`src/rtl/pwm_ramp_sequencer_if.sv`:
```
// Command channel into pwm_ramp_sequencer.
// Handshake: a command transfers on a rising clk edge where cmd_valid and cmd_ready are
// both high. The master holds cmd_op/cmd_speed stable while cmd_valid is high and the
// command has not yet transferred. cmd_ready never depends combinationally on cmd_valid.
interface pwm_ramp_sequencer_if;
  logic       cmd_valid;
  logic       cmd_ready;
  logic [1:0] cmd_op;
  logic [7:0] cmd_speed;

  modport master (output cmd_valid, output cmd_op, output cmd_speed, input cmd_ready);
  modport slave  (input cmd_valid, input cmd_op, input cmd_speed, output cmd_ready);
endinterface

```
`src/rtl/pwm_ramp_sequencer.sv`:
```
// Command sequencer for one locked-antiphase pwm8 channel. It ramps a signed speed
// toward a commanded target once per RAMP_DIV PWM periods, and it always arms and
// disarms through neutral duty (8'h80). estop forces dynamic brake.
module pwm_ramp_sequencer #(
  parameter int RAMP_STEP = 4,
  parameter int RAMP_DIV  = 1,
  parameter int ARM_TICKS = 2
) (
  input  logic                clk,
  input  logic                reset,
  input  logic                cycle_tick,
  pwm_ramp_sequencer_if.slave cmd,
  input  logic                dir_invert_in,
  input  logic                estop,
  output logic                pwmldce,
  output logic [7:0]          wrtdata,
  output logic                enablepwm,
  output logic                run,
  output logic                invertpwm,
  output logic [7:0]          speed_cur,
  output logic                at_target,
  output logic [2:0]          state
);

  typedef enum logic [2:0] {
    IDLE     = 3'd0,
    ARM      = 3'd1,
    RUN      = 3'd2,
    STOPPING = 3'd3,
    BRAKE    = 3'd4
  } state_t;

  localparam logic [1:0]        OP_SET   = 2'b00;
  localparam logic [1:0]        OP_STOP  = 2'b01;
  localparam logic [1:0]        OP_BRAKE = 2'b10;
  localparam logic signed [7:0] STEP8    = 8'(RAMP_STEP);
  localparam logic signed [8:0] STEP9    = 9'(RAMP_STEP);
  localparam logic [7:0]        DIV_LAST = 8'(RAMP_DIV - 1);
  localparam logic [7:0]        ARM_LAST = 8'(ARM_TICKS - 1);
  localparam logic [7:0]        NEUTRAL  = 8'h80;

  // Offset-binary duty: signed speed plus 8'h80.
  function automatic logic [7:0] duty_of(input logic signed [7:0] s);
    return {~s[7], s[6:0]};
  endfunction

  // One ramp step toward tgt; lands exactly on tgt when within one step.
  function automatic logic signed [7:0] ramp_toward(input logic signed [7:0] cur,
                                                   input logic signed [7:0] tgt);
    logic signed [8:0] diff;
    diff = $signed({tgt[7], tgt}) - $signed({cur[7], cur});
    if (diff > STEP9)  return cur + STEP8;
    if (diff < -STEP9) return cur - STEP8;
    return tgt;
  endfunction

  state_t            state_q, state_d;
  logic signed [7:0] speed_q, speed_d, target_q, target_d, new_tgt;
  logic [7:0]        wrt_q, wrt_d, div_q, div_d, arm_q, arm_d;
  logic              ldce_q, ldce_d, en_q, en_d, run_q, run_d, inv_q, inv_d;
  logic              ready_q, ready_d, at_q, at_d;
  logic              accept, is_set, is_stop, is_brake, go_brake;

  // Nothing transfers while estop is high, even in the cycle before cmd_ready drops.
  assign accept   = cmd.cmd_valid && ready_q && !estop;
  assign is_set   = accept && (cmd.cmd_op == OP_SET);
  assign is_stop  = accept && (cmd.cmd_op == OP_STOP);
  assign is_brake = accept && (cmd.cmd_op == OP_BRAKE);
  // -128 has no positive mirror, so it is clamped to keep duty 8'h00 unreachable.
  assign new_tgt  = (cmd.cmd_speed == 8'h80) ? 8'sh81 : $signed(cmd.cmd_speed);

  // Next-state and next-output logic; every register has a registered output.
  always_comb begin
    state_d  = state_q;
    speed_d  = speed_q;
    target_d = target_q;
    wrt_d    = wrt_q;
    div_d    = div_q;
    arm_d    = arm_q;
    ldce_d   = 1'b0;
    en_d     = en_q;
    run_d    = run_q;
    inv_d    = inv_q;
    go_brake = 1'b0;
    case (state_q)
      IDLE: begin
        en_d  = 1'b0;
        run_d = 1'b1;
        inv_d = dir_invert_in;
        if (is_set) begin
          target_d = new_tgt;
          state_d  = ARM;
          arm_d    = '0;
          ldce_d   = 1'b1;
          wrt_d    = NEUTRAL;
        end else if (is_brake) begin
          go_brake = 1'b1;
        end
      end
      ARM: begin
        // pwm8 only picks up new duty at period start, so wait whole periods at neutral.
        if (cycle_tick) begin
          if (arm_q == ARM_LAST) begin
            state_d = RUN;
            en_d    = 1'b1;
            div_d   = '0;
          end else begin
            arm_d = arm_q + 8'd1;
          end
        end
      end
      RUN, STOPPING: begin
        en_d  = 1'b1;
        run_d = 1'b1;
        if (is_set) begin
          target_d = new_tgt;
          state_d  = RUN;
        end else if (is_stop) begin
          target_d = '0;
          state_d  = STOPPING;
        end else if (is_brake) begin
          go_brake = 1'b1;
        end
        if (cycle_tick) begin
          if (state_q == STOPPING && state_d == STOPPING && speed_q == 8'sd0) begin
            // Already at neutral for a full period: safe to drop the enable.
            state_d = IDLE;
            en_d    = 1'b0;
          end else if (div_q == DIV_LAST) begin
            div_d   = '0;
            speed_d = ramp_toward(speed_q, target_d);
            if (speed_d != speed_q) begin
              ldce_d = 1'b1;
              wrt_d  = duty_of(speed_d);
            end
          end else begin
            div_d = div_q + 8'd1;
          end
        end
      end
      BRAKE: begin
        en_d  = 1'b0;
        run_d = 1'b0;
        if (is_set) begin
          target_d = new_tgt;
          state_d  = ARM;
          arm_d    = '0;
          run_d    = 1'b1;
          ldce_d   = 1'b1;
          wrt_d    = NEUTRAL;
        end else if (is_stop) begin
          state_d = IDLE;
          run_d   = 1'b1;
        end
      end
      default: state_d = IDLE;
    endcase
    if (estop || go_brake) begin
      state_d  = BRAKE;
      en_d     = 1'b0;
      run_d    = 1'b0;
      speed_d  = '0;
      target_d = '0;
      div_d    = '0;
      arm_d    = '0;
      ldce_d   = (state_q != BRAKE);
      if (state_q != BRAKE) wrt_d = NEUTRAL;
    end
  end

  always_comb begin
    at_d    = (state_d == RUN) && (speed_d == target_d);
    ready_d = !estop && (state_d != ARM);
  end

  // State and output registers.
  always_ff @(posedge clk) begin
    if (reset) begin
      state_q  <= IDLE;
      speed_q  <= '0;
      target_q <= '0;
      wrt_q    <= NEUTRAL;
      div_q    <= '0;
      arm_q    <= '0;
      ldce_q   <= 1'b0;
      en_q     <= 1'b0;
      run_q    <= 1'b1;
      inv_q    <= 1'b0;
      ready_q  <= 1'b0;
      at_q     <= 1'b0;
    end else begin
      state_q  <= state_d;
      speed_q  <= speed_d;
      target_q <= target_d;
      wrt_q    <= wrt_d;
      div_q    <= div_d;
      arm_q    <= arm_d;
      ldce_q   <= ldce_d;
      en_q     <= en_d;
      run_q    <= run_d;
      inv_q    <= inv_d;
      ready_q  <= ready_d;
      at_q     <= at_d;
    end
  end

  assign cmd.cmd_ready = ready_q;
  assign pwmldce       = ldce_q;
  assign wrtdata       = wrt_q;
  assign enablepwm     = en_q;
  assign run           = run_q;
  assign invertpwm     = inv_q;
  assign speed_cur     = speed_q;
  assign at_target     = at_q;
  assign state         = state_q;

endmodule

```
`src/flat_wrapper.sv`:
```
// flat-port wrapper written by rule: the top's interface ports become plain ports
module pwm_ramp_sequencer_flat 
#(
  parameter int RAMP_STEP = 4,
  parameter int RAMP_DIV  = 1,
  parameter int ARM_TICKS = 2
)
  (clk, reset, cycle_tick, dir_invert_in, estop, pwmldce, wrtdata, enablepwm, run, invertpwm, speed_cur, at_target, state, cmd_cmd_valid, cmd_cmd_op, cmd_cmd_speed, cmd_cmd_ready);
  pwm_ramp_sequencer_if cmd_i ();
  input  logic clk;
  input  logic reset;
  input  logic cycle_tick;
  input  logic dir_invert_in;
  input  logic estop;
  output logic pwmldce;
  output logic [7:0] wrtdata;
  output logic enablepwm;
  output logic run;
  output logic invertpwm;
  output logic [7:0] speed_cur;
  output logic at_target;
  output logic [2:0] state;
  input wire logic [$bits(cmd_i.cmd_valid)-1:0] cmd_cmd_valid;
  input wire logic [$bits(cmd_i.cmd_op)-1:0] cmd_cmd_op;
  input wire logic [$bits(cmd_i.cmd_speed)-1:0] cmd_cmd_speed;
  output wire logic [$bits(cmd_i.cmd_ready)-1:0] cmd_cmd_ready;
  assign cmd_i.cmd_valid = cmd_cmd_valid;
  assign cmd_i.cmd_op = cmd_cmd_op;
  assign cmd_i.cmd_speed = cmd_cmd_speed;
  assign cmd_cmd_ready = cmd_i.cmd_ready;
  pwm_ramp_sequencer #(.RAMP_STEP(RAMP_STEP), .RAMP_DIV(RAMP_DIV), .ARM_TICKS(ARM_TICKS)) u_core (.clk(clk), .reset(reset), .cycle_tick(cycle_tick), .cmd(cmd_i), .dir_invert_in(dir_invert_in), .estop(estop), .pwmldce(pwmldce), .wrtdata(wrtdata), .enablepwm(enablepwm), .run(run), .invertpwm(invertpwm), .speed_cur(speed_cur), .at_target(at_target), .state(state));
endmodule
```
`config.mk`:
```
export PLATFORM = sky130hd
export DESIGN_NAME = pwm_ramp_sequencer_flat
export DESIGN_NICKNAME = d
export VERILOG_FILES = /design/src/rtl/pwm_ramp_sequencer_if.sv /design/src/rtl/pwm_ramp_sequencer.sv /design/src/flat_wrapper.sv
export SDC_FILE = /design/constraint.sdc
export NUM_CORES = 1
export LEC_CHECK = 0
export CAP_MARGIN = 40
export CORE_AREA = 2 2 114 116
export DETAILED_ROUTE_END_ITERATION = 16
export DIE_AREA = 0 0 116 118
export PLACE_DENSITY = 0.45
export RECOVER_POWER = 25
export SYNTH_ARGS = -nofsm -noshare
export SYNTH_HDL_FRONTEND = slang
export SYNTH_SLANG_ARGS = --single-unit
```
`constraint.sdc`:
```
create_clock -name clk -period 7.7 [get_ports clk]
set_clock_uncertainty 0.05 [all_clocks]
set_input_delay 2.31 -clock clk [delete_from_list [all_inputs] [get_ports clk]]
set_output_delay 2.31 -clock clk [all_outputs]
set_load 0.005 [all_outputs]
```
==> reports/qor.txt <==
Post-Layout Cell Count = 687
row cnt = 41
fin nets = 546
max-cap viol count = 0
setup TNS = 0 ns
largest net degree at the start of global routing = 24
crit path kind = in2reg
crit-path max FO = 23
clock tree buffer depth = 2
slowest stage delay, CP = 0.53 ns
Power Density = 134 mW/mm2
area share of the largest cell type after synthesis = 0.268
Comb power frac = 0.148
area delta synth->final = 22.8%
DR vias/cell = 5.37
setup-violating endpoint count in the final report = 0
number of buffers added on ports = 40
antenna violations before repair = 0
GR Util All Layers = 0.172
post-synthesis xor/xnor area fraction = 0.0646
worst hold path class = reg2reg
initial core utilization = 0.295
FF+latch count, synth = 49
Clk network pwr share = 0.424
later-pin clock latency in the skew report = 0.29 ns
most common cell after layout, fill and taps aside = nor2_1
multiplexer area fraction after synthesis = 0.0461
routed wire length = 11600 um
most frequent cells in the layout = 56 x nor2_1, 49 x nand2_1, 49 x dfxtp_1, 28 x a21oi_1, 22 x clkdlybuf4s50_1
CTS tree = done
CP startpoint kind = input port
most used cell, CP = a221o_1
RSZ-0062 raised after global routing = no
worst ir drop on vdd = 0.0703 mV
largest cells by area after synthesis = dfxtp_1 27%, nor2_1 5.7%, ha_1 5.1%
global-route wire length before repair = 18600 um
NetSw = 0.000154 W
Max Clock Freq = 143 MHz
core area = 0.0124 mm2
Routed Antenna Nets = 0
minimum clock period = 7.00 ns
drt pass-1 iters = 4
vias = 3688
P_leak = 1.68 nW
post-DP HPWL = 8870 um
Slew headroom = 0.430
Slew Viols, Final = 0
post-CTS setup repair buffer count = 0
Slowest cell on crit path = a2111o_1
Worst-path clk slew = 0.07 ns
Synth Area in Compound Gates = 0.250
simple-gate share of the synthesized area = 0.274
Synth Area in Adders = 0.0567
Die Area = 0.0137 mm2
Flop pwr share = 0.428
ant diodes = 0
Syn Nets = 504
I/O pin count = 41
Crit path required time = 7.82 ns
yosys warns = 0
sequential share of the synthesized area = 0.268
# hold bufs at CTS = 0
placed insts = 679
DR DRC count = 0
CP arrival = 7.13 ns
clock sinks = 49
Worst Max-Slew Pin Slew = 0.852 ns
grt total ovfl = 0
number of synthesized flops with an enable pin = 0
routability cong. = 0.874
Tcrit/Tclk final = 0.910
Pint = 0.000448 W
largest family of logic cells by synthesized area = simple AND/OR/NAND/NOR gates
drt wl/cell = 16.8 um
Die X = 116 um
ys async rst share = 0
WP buf/inv = 3
synthesized instance count = 472
fill count = 1361
number of hold violations in the final report = 0
Die Y = 118 um
synthesized area = 0.00366 mm2
CTS Buf Count = 5
H-tree depth = 2
Root Buffer = clkbuf_16
Synth Area per Inst = 7.76 um2
status = finished, final reports clean
Critical Path End Type = flop
post-synth top area cell = dfxtp_1
share of cells above drive strength 1 = 0.0796
Distinct cells, synth = 70
Top FF cell, synth = dfxtp_1
post-cts resize count = 0
initial DRC count = 185
CP top delay family = compound AO/OA/AOI/OAI gates
sw frac = 0.256
vias in the first global route = 3514
crit-path cells = clkdlybuf4s50_1 > nand4bb_1 > buf_4 > nor3b_1 > a21oi_1 > inv_1 > ha_1 > o21a_1 > or3_1 > a221o_1 > or3_4 > o22ai_4 > o311ai_1 > a221o_1 > a2111o_1 > mux2i_1 > or3b_2
## area by class of cell
cell class | instances | area, um2 | area share
multi-input combinational | 383 | 2530 | 0.562
clock inverter | 3 | 43.8 | 0.00974
inverter | 18 | 67.6 | 0.0150
clock buffer | 5 | 125 | 0.0278
tap | 172 | 215 | 0.0478
timing repair buffer | 57 | 536 | 0.119
sequential | 49 | 981 | 0.218
## state kept, by name, summed over array words and instances (netlist names)
| signal | cells |
|---|---|
| u_core.target_q | 8 |
| u_core.cmd.cmd_ready | 1 |
| u_core.arm_q | 8 |
| u_core.invertpwm | 1 |
| u_core.at_target | 1 |
| u_core.div_q | 8 |
| u_core.run | 1 |
| u_core.enablepwm | 1 |
| u_core.wrtdata | 8 |
| u_core.speed_cur | 8 |
| u_core.state | 3 |
| u_core.pwmldce | 1 |
## cells by family (layout without fill, tap and decap cells)
group,Yosys count,after routing
xor+xnor,27,27
buf+inv,40,83
compound gates,127,127
flops,49,49
fa+ha+maj,16,16
mux,16,16
simple gates,197,197
## final timing paths
path	from	endpoint	slack, ns	cells past startpoint
setup reg to reg	u_core.cmd.cmd_ready$_SDFF_PP0_	u_core.wrtdata[7]$_SDFF_PP1_	2.90	14
hold / removal	u_core.wrtdata[3]$_SDFF_PP0_	u_core.wrtdata[3]$_SDFF_PP0_	0.43	1
setup / recovery	estop	u_core.wrtdata[7]$_SDFF_PP1_	0.70	17
hold reg to reg	u_core.wrtdata[3]$_SDFF_PP0_	u_core.wrtdata[3]$_SDFF_PP0_	0.43	1
## power by group through the flow
stage               clock network, W  logic (W)  registers, W
floorplan                          0  0.0000525      0.000262
CTS                         0.000263  0.0000901      0.000258
global placement                   0  0.0000887      0.000264
detailed placement                 0  0.0000897      0.000263
finish                      0.000255  0.0000893      0.000258
global route                0.000273  0.0000980      0.000258
## metal layers
layer,wire length (um),track usage,vias up
li1,-,-,1820
met1,5660,0.254,1740
met2,5100,0.250,112
met3,569,0.0273,16
met4,233,0.0595,0
met5,0,0,-
## Yosys cell counts, types with 3 or more instances
master,instances
a211oi_1,7
a21o_1,7
a21oi_1,28
a221o_1,5
a22o_1,3
a22oi_1,5
a31oi_1,3
and3_1,7
and4_1,5
clkbuf_1,19
dfxtp_1,49
ha_1,15
inv_1,18
mux2_2,5
mux2i_1,9
nand2_1,49
nand2b_1,14
nand3_1,10
nand4_1,7
nor2_1,56
nor2b_1,6
nor3_1,14
nor3b_1,3
nor4_1,6
nor4b_1,3
o211a_1,4
o211ai_1,12
o21ai_0,15
o22ai_1,5
o31a_1,3
or3_1,3
or4b_2,3
xnor2_1,14
xor2_1,13
## metrics by stage
stage / cell area [um2] / hold slack, ns / utilization / power [W] / setup slack, ns
after floorplan: 3660 / 0.401 / - / 0.000315 / 1.03
after global placement: 4310 / 0.418 / 0.348 / 0.000352 / 0.475
after detailed placement: 4330 / 0.414 / 0.349 / 0.000353 / 0.373
after CTS: 4500 / 0.431 / 0.362 / 0.000611 / 0.691
after global routing: 4500 / 0.457 / 0.362 / 0.000629 / 0.374
final: 4500 / 0.427 / 0.362 / 0.000602 / 0.696
Note: power is estimated with default switching activity, not from simulation.
